File: src/rtl/alu_mul_seq.sv
// rtl/alu_mul_seq.sv - shift-and-add 16x16->32 unsigned multiplier sequenced over the shared ALU
module alu_mul_seq #(
    parameter int WIDTH = 16,
    parameter int CNT_W = 5
) (
    input  logic               CLK,
    input  logic               RST_N,
    input  logic               START,
    input  logic               ABORT,
    input  logic [WIDTH-1:0]   MCAND,
    input  logic [WIDTH-1:0]   MPLIER,
    output logic               READY,
    output logic               BUSY,
    output logic               DONE,
    output logic [2*WIDTH-1:0] PRODUCT,
    output logic [WIDTH-1:0]   ALU_A,
    output logic [WIDTH-1:0]   ALU_B,
    output logic [3:0]         ALU_SEL,
    input  logic [WIDTH-1:0]   ALU_RES,
    input  logic [3:0]         ALU_FLAG
);

    localparam logic [3:0] SEL_ADD  = 4'b0000;
    localparam logic [3:0] SEL_NOP  = 4'b1111;
    localparam logic [CNT_W-1:0] CNT_LAST = CNT_W'(WIDTH - 1);

    typedef enum logic [1:0] {
        ST_IDLE = 2'd0,
        ST_RUN  = 2'd1,
        ST_FIN  = 2'd2
    } state_t;

    state_t             state;
    state_t             state_nxt;
    logic [WIDTH-1:0]   p_hi;
    logic [WIDTH-1:0]   p_lo;
    logic [WIDTH-1:0]   mc;
    logic [CNT_W-1:0]   cnt;
    logic [2*WIDTH-1:0] shifted;
    logic               accept;
    logic               last_step;

    // Only the carry is consumed; sign, zero and overflow are irrelevant to unsigned accumulation.
    logic unused_flags;
    assign unused_flags = ^{ALU_FLAG[3:2], ALU_FLAG[0]};

    // Partial product shifts right one bit with the adder carry entering at the top.
    assign shifted   = {ALU_FLAG[1], ALU_RES, p_lo[WIDTH-1:1]};
    assign accept    = (state == ST_IDLE) && START && !ABORT;
    assign last_step = (state == ST_RUN) && !ABORT && (cnt == CNT_LAST);

    always_ff @(posedge CLK or negedge RST_N) begin
        if (!RST_N) begin
            state <= ST_IDLE;
        end else begin
            state <= state_nxt;
        end
    end

    always_comb begin
        state_nxt = state;
        READY     = 1'b0;
        BUSY      = 1'b0;
        DONE      = 1'b0;
        ALU_A     = '0;
        ALU_B     = '0;
        ALU_SEL   = SEL_NOP;
        case (state)
            ST_IDLE: begin
                READY = 1'b1;
                if (accept) begin
                    state_nxt = ST_RUN;
                end
            end
            ST_RUN: begin
                BUSY    = 1'b1;
                ALU_A   = p_hi;
                ALU_B   = p_lo[0] ? mc : '0;
                ALU_SEL = SEL_ADD;
                if (ABORT) begin
                    state_nxt = ST_IDLE;
                end else if (cnt == CNT_LAST) begin
                    state_nxt = ST_FIN;
                end
            end
            ST_FIN: begin
                BUSY      = 1'b1;
                DONE      = 1'b1;
                state_nxt = ST_IDLE;
            end
            default: begin
                state_nxt = ST_IDLE;
            end
        endcase
    end

    always_ff @(posedge CLK or negedge RST_N) begin
        if (!RST_N) begin
            p_hi    <= '0;
            p_lo    <= '0;
            mc      <= '0;
            cnt     <= '0;
            PRODUCT <= '0;
        end else begin
            if (accept) begin
                mc   <= MCAND;
                p_lo <= MPLIER;
                p_hi <= '0;
                cnt  <= '0;
            end else if ((state == ST_RUN) && !ABORT) begin
                {p_hi, p_lo} <= shifted;
                cnt          <= cnt + 1'b1;
            end
            if (last_step) begin
                PRODUCT <= shifted;
            end
        end
    end

endmodule

File: config.mk
export PLATFORM = sky130hd
export DESIGN_NAME = alu_mul_seq
export DESIGN_NICKNAME = d
export VERILOG_FILES = /design/src/rtl/alu_mul_seq.sv
export SDC_FILE = /design/constraint.sdc
export NUM_CORES = 1
export LEC_CHECK = 0
export ABC_AREA = 1
export CAP_MARGIN = 20
export CORE_MARGIN = 4
export CORE_UTILIZATION = 41
export DETAILED_ROUTE_END_ITERATION = 7
export PLACE_DENSITY = 0.83
export SLEW_MARGIN = 0
export SYNTH_ARGS = -nofsm -noshare
export SYNTH_HDL_FRONTEND = slang
export SYNTH_SLANG_ARGS = --single-unit
File: constraint.sdc
create_clock -name CLK -period 1.6 [get_ports CLK]
set_input_delay 0.32 -clock CLK [delete_from_list [all_inputs] [get_ports CLK]]
set_output_delay 0.32 -clock CLK [all_outputs]
set_load 0.05 [all_outputs]
## Yosys cells after proc, flatten, opt, wreduce, memory -nomap -nowiden

Cells that the tools add are included.

- Register bits: 87
- Input bits: 56
- Word-level logic and storage cells: 38

- $add $sub $neg: 1
- Equal/unequal tests: 5
- Multiplexer cells: 17
- Reductions and logical operators: 9

Operator list:

| kind | number |
|---|---|
| $mux 16 | 7 |
| $mux 5 | 2 |
| $mux 2 | 3 |
| $add 5x1->5 const B | 1 |
| $eq 5x4->1 const B | 1 |
| $logic_and 1x1->1 | 4 |
| $mux 4 | 1 |
| $pmux 2 s2 | 1 |
| $mux 1 | 3 |
| $ne 3x3->1 const B | 1 |
| $eq 2x1->1 const B | 1 |
| $eq 2x2->1 const B | 1 |
| $logic_not 2->1 | 1 |
| $ne 2x2->1 const B | 1 |
| $reduce_and 2->1 | 1 |
| $reduce_bool 2->1 | 1 |
| $reduce_or 2->1 | 1 |
| $logic_not 1->1 | 1 |

## Depth between registers and ports, before layout

- Depth after elaboration: 5
- Mapped depth: 10
- Depth with buffers taken out: 9

## Least setup slack after synthesis

No wires, ideal clock.

- Path kind: reg2out
- Start point: register state[1]
- End point: output ALU_B[10]
- Arrival: 1748 ps
- Data required time: 1280 ps
- Slack: -468 ps
- Cell stages (with the launch flop): 7
- Buffers on the path: 2
- Cell sequence: dfrtp_1 inv_1 ha_1 buf_4 nand2_1 clkbuf_1 nor2_1

- Cells in the longest elaborated chain, start to end: 2

Ends and longest elaborated chain:

| what | RTL line | RTL |
|---|---|---|
| start: declaration | 33 | `state_t state;` |
| start signal: assignment | 56 | `state <= state_nxt;` |
| $eq 2x1->1 | 68 | `case (state)` |
| $mux 16 | 68 |  |
| end: declaration | 17 | `output logic [WIDTH-1:0] ALU_B,` |

Every way passes these cells.

## Worst setup path in the final report

- Start point: register state[1]
- End point: output ALU_A[10]

- Cells in the longest elaborated chain, start to end: 2

Ends and longest elaborated chain:

| what | RTL line | RTL |
|---|---|---|
| $eq 2x1->1 | 68 |  |
| $mux 16 | 68 |  |
| end: declaration | 16 | `output logic [WIDTH-1:0] ALU_A,` |

Every way passes these cells.

==> impl_metrics.tcl <==
set metrics [dict create \
    drt.antenna.violating_nets 0 \
    dr.pass1.iters 5 \
    hpwl_mm 7.14 \
    critical_path.max_fanout 16 \
    fp-row-count 34 \
    final_hold_viol_count 0 \
    first_iter_violations 226 \
    relSlewSlack 0.666 \
    power_frac_comb 0.522 \
    h-tree-depth 3 \
    hp-class "primary input to async pin" \
    synth_nets 533 \
    ys_warn_count 0 \
    max_freq_mhz 525 \
    synth_area_leaders "dfrtp_1 (57%), nand2_1 (24%), inv_1 (4.3%), nand3_1 (2.4%), o21ai_0 (2.4%)" \
    regArea_mm2 0.00218 \
    ys_types 16 \
    final_cell_mix "nand2_1 (179), dfrtp_1 (87), clkdlybuf4s50_1 (51), buf_4 (48), buf_12 (47)" \
    internal-power_w 0.00591 \
    yosys.area.top_type "dfrtp_1" \
    wl_per_cell_um 17.1 \
    cts_root_buf "clkbuf_8" \
    synth.top_cell.area_share 0.574 \
    critPathCaptureType "output pin" \
    die_area_mm2 0.0108 \
    syn_inst 471 \
    multi_input_area_mm2 0.00178 \
    grt_pass1_vias 3436 \
    setup_viol 124 \
    cts_tree "done" \
    dp.cells 701 \
    crit_chain "inv_2, ha_4, buf_8, nand2_1, inv_1, buf_12" \
    final_cells 753 \
    track_usage 0.196 \
    p_seq_frac 0.324 \
    grt_pass1_wl_mm 17.3 \
    synth_area_mm2 0.00379 \
    nNetsFinal 702 \
    pin_count 127 \
    fin_util 0.770 \
    powerDensity_mw_per_mm2 1500 \
    failed_checks "setup timing" \
    fin_skew_ns 0.0146 \
    p_sw_w 0.00428 \
    drv_slew 0 \
    antenna_found_initial 0 \
    syn_avg_cell_area_um2 8.05 \
    vias_per_cell 5.04 \
    coreArea_mm2 0.00885 \
    grt_max_degree 47 \
    wl_mm 12.9 \
    layout_setup_ws_ns -0.306 \
    n_fill_cell 547 \
    slowest_stage "dfrtp_1" \
    gr-total-overflow 0 \
    clk_pin_slew_ns 0.09 \
    clockBufferDepth 2 \
    layout-drive-gt1-share 0.395 \
    crit_type "flop to output pin" \
    maxCapViolCount 0 \
    vias 3798 \
    die_h_um 104 \
    period_minus_slack_ns 1.91 \
    required_ns 1.28 \
    status "finished with violations" \
    syn2layout_area_growth_pct 79.8 \
    gp_congestion 0.819 \
    worstMarginPinSlew_ns 0.497 \
    final_common_cell "nand2_1" \
    ys_seq_area_frac 0.574 \
    ys_ff_latch 87 \
    initial_utilization 0.428 \
    leakage_nw 3.38 \
    drc 0 \
    finalCritPeriodShare 1.19 \
    critPathLaunchType "flop" \
    worstPathArrival_ns 1.59 \
    switching_share 0.420 \
    n_antenna_cell 0 \
    rsz0062_at_grt "true" \
    die_w_um 104 \
    clkPwrFrac 0.154 \
    ir_drop_uv 745 \
    numPortBuffers 123 \
    numCtsBuffers 9 \
    clock_latency_ns 0.36 \
    cts.sink_count 87 \
    cp_slowest_stage_delay_ns 0.41 \
]
==> critical path, delay by kind of cell, from the launching register on <==
family / cells / cell delay [ns]
buffers and inverters: 4 / 0.54
flip-flops: 1 / 0.41
adder cells (fa/ha/maj): 1 / 0.18
AND/OR/NAND/NOR: 1 / 0.10
==> power groups by stage <==
stage / Clock, W / Sequential, W / Combinational, W
global placement: 0 / 0.00319 / 0.00418
CTS: 0.00157 / 0.00321 / 0.00470
finish: 0.00157 / 0.00331 / 0.00532
floorplan: 0 / 0.00314 / 0.00259
global route: 0.00167 / 0.00337 / 0.00562
detailed placement: 0 / 0.00323 / 0.00431
==> synthesized netlist by cell type (all sizes together) <==
library cell,number
o21ai,21
inv,46
buf,19
nand3,18
clkbuf,3
dfrtp,87
a21oi,6
ha,6
nand2,240
nor2,25
==> flip-flops by register name (all words and copies together) (netlist names) <==
| signal | cells |
|---|---|
| PRODUCT | 32 |
| cnt | 5 |
| p_hi | 16 |
| p_lo | 16 |
| mc | 16 |
| state | 2 |
==> metrics by stage <==
step / TNS, ns / cell area, um^2 / setup WS (ns) / hold WS [ns] / power, W
finish: -19.78 / 6820 / -0.306 / 0.310 / 0.0102
global route: -27.66 / 6820 / -0.351 / 0.313 / 0.0107
CTS: -7.58 / 6070 / -0.222 / 0.297 / 0.00949
detailed placement: -12.15 / 5680 / -0.253 / 0.134 / 0.00754
global placement: -9.90 / 5680 / -0.199 / 0.133 / 0.00737
floorplan: -3.82 / 3970 / -0.0992 / 0.0244 / 0.00573
==> path summary, 6_finish.rpt <==
kind	start	endpoint	slack (ns)	depth (start not counted)
max	state[1]	ALU_A[10]	-0.31	6
min	RST_N	p_hi[15]	0.31	2
max reg2reg	state[1]	p_hi[3]	-0.23	11
min reg2reg	PRODUCT[6]	PRODUCT[6]	0.49	2
max in group asynchronous	RST_N	mc[5]	0.84	3
min in group CLK	PRODUCT[6]	PRODUCT[6]	0.49	2
==> final cells by class <==
cell class | instances | share of cell area
inverter | 46 | 0.0338
clock buffer | 9 | 0.0182
tap | 108 | 0.0198
multi-input combinational | 317 | 0.261
clock inverter | 7 | 0.0103
timing repair buffer | 176 | 0.332
timing repair inverter | 3 | 0.00569
sequential | 87 | 0.319
==> cells by family after synthesis <==
group / Yosys count / share of synthesized area
buffers and inverters: 68 / 0.0769
DFF: 87 / 0.574
AOI/OAI and AO/OA: 27 / 0.0356
adders and majority gates: 6 / 0.0198
and+or+nand+nor: 283 / 0.293
==> what timing repair did <==
action                     CTS  global route
gates resized for setup     40           118
hold endpoints to repair    81             0
gates cloned                 2            11
setup buffers                3            27
setup endpoints to repair  115           125
hold buffers                 1             0
pin swaps                    3            26
==> metal layers <==
layer	part of all wire	vias to the layer above	track usage
met4	0.027	0	0.0589
li1	-	1762	-
met2	0.50	180	0.326
met5	0	-	0
met3	0.072	29	0.0540
met1	0.40	1827	0.249
(Power assumes the default switching activity.)
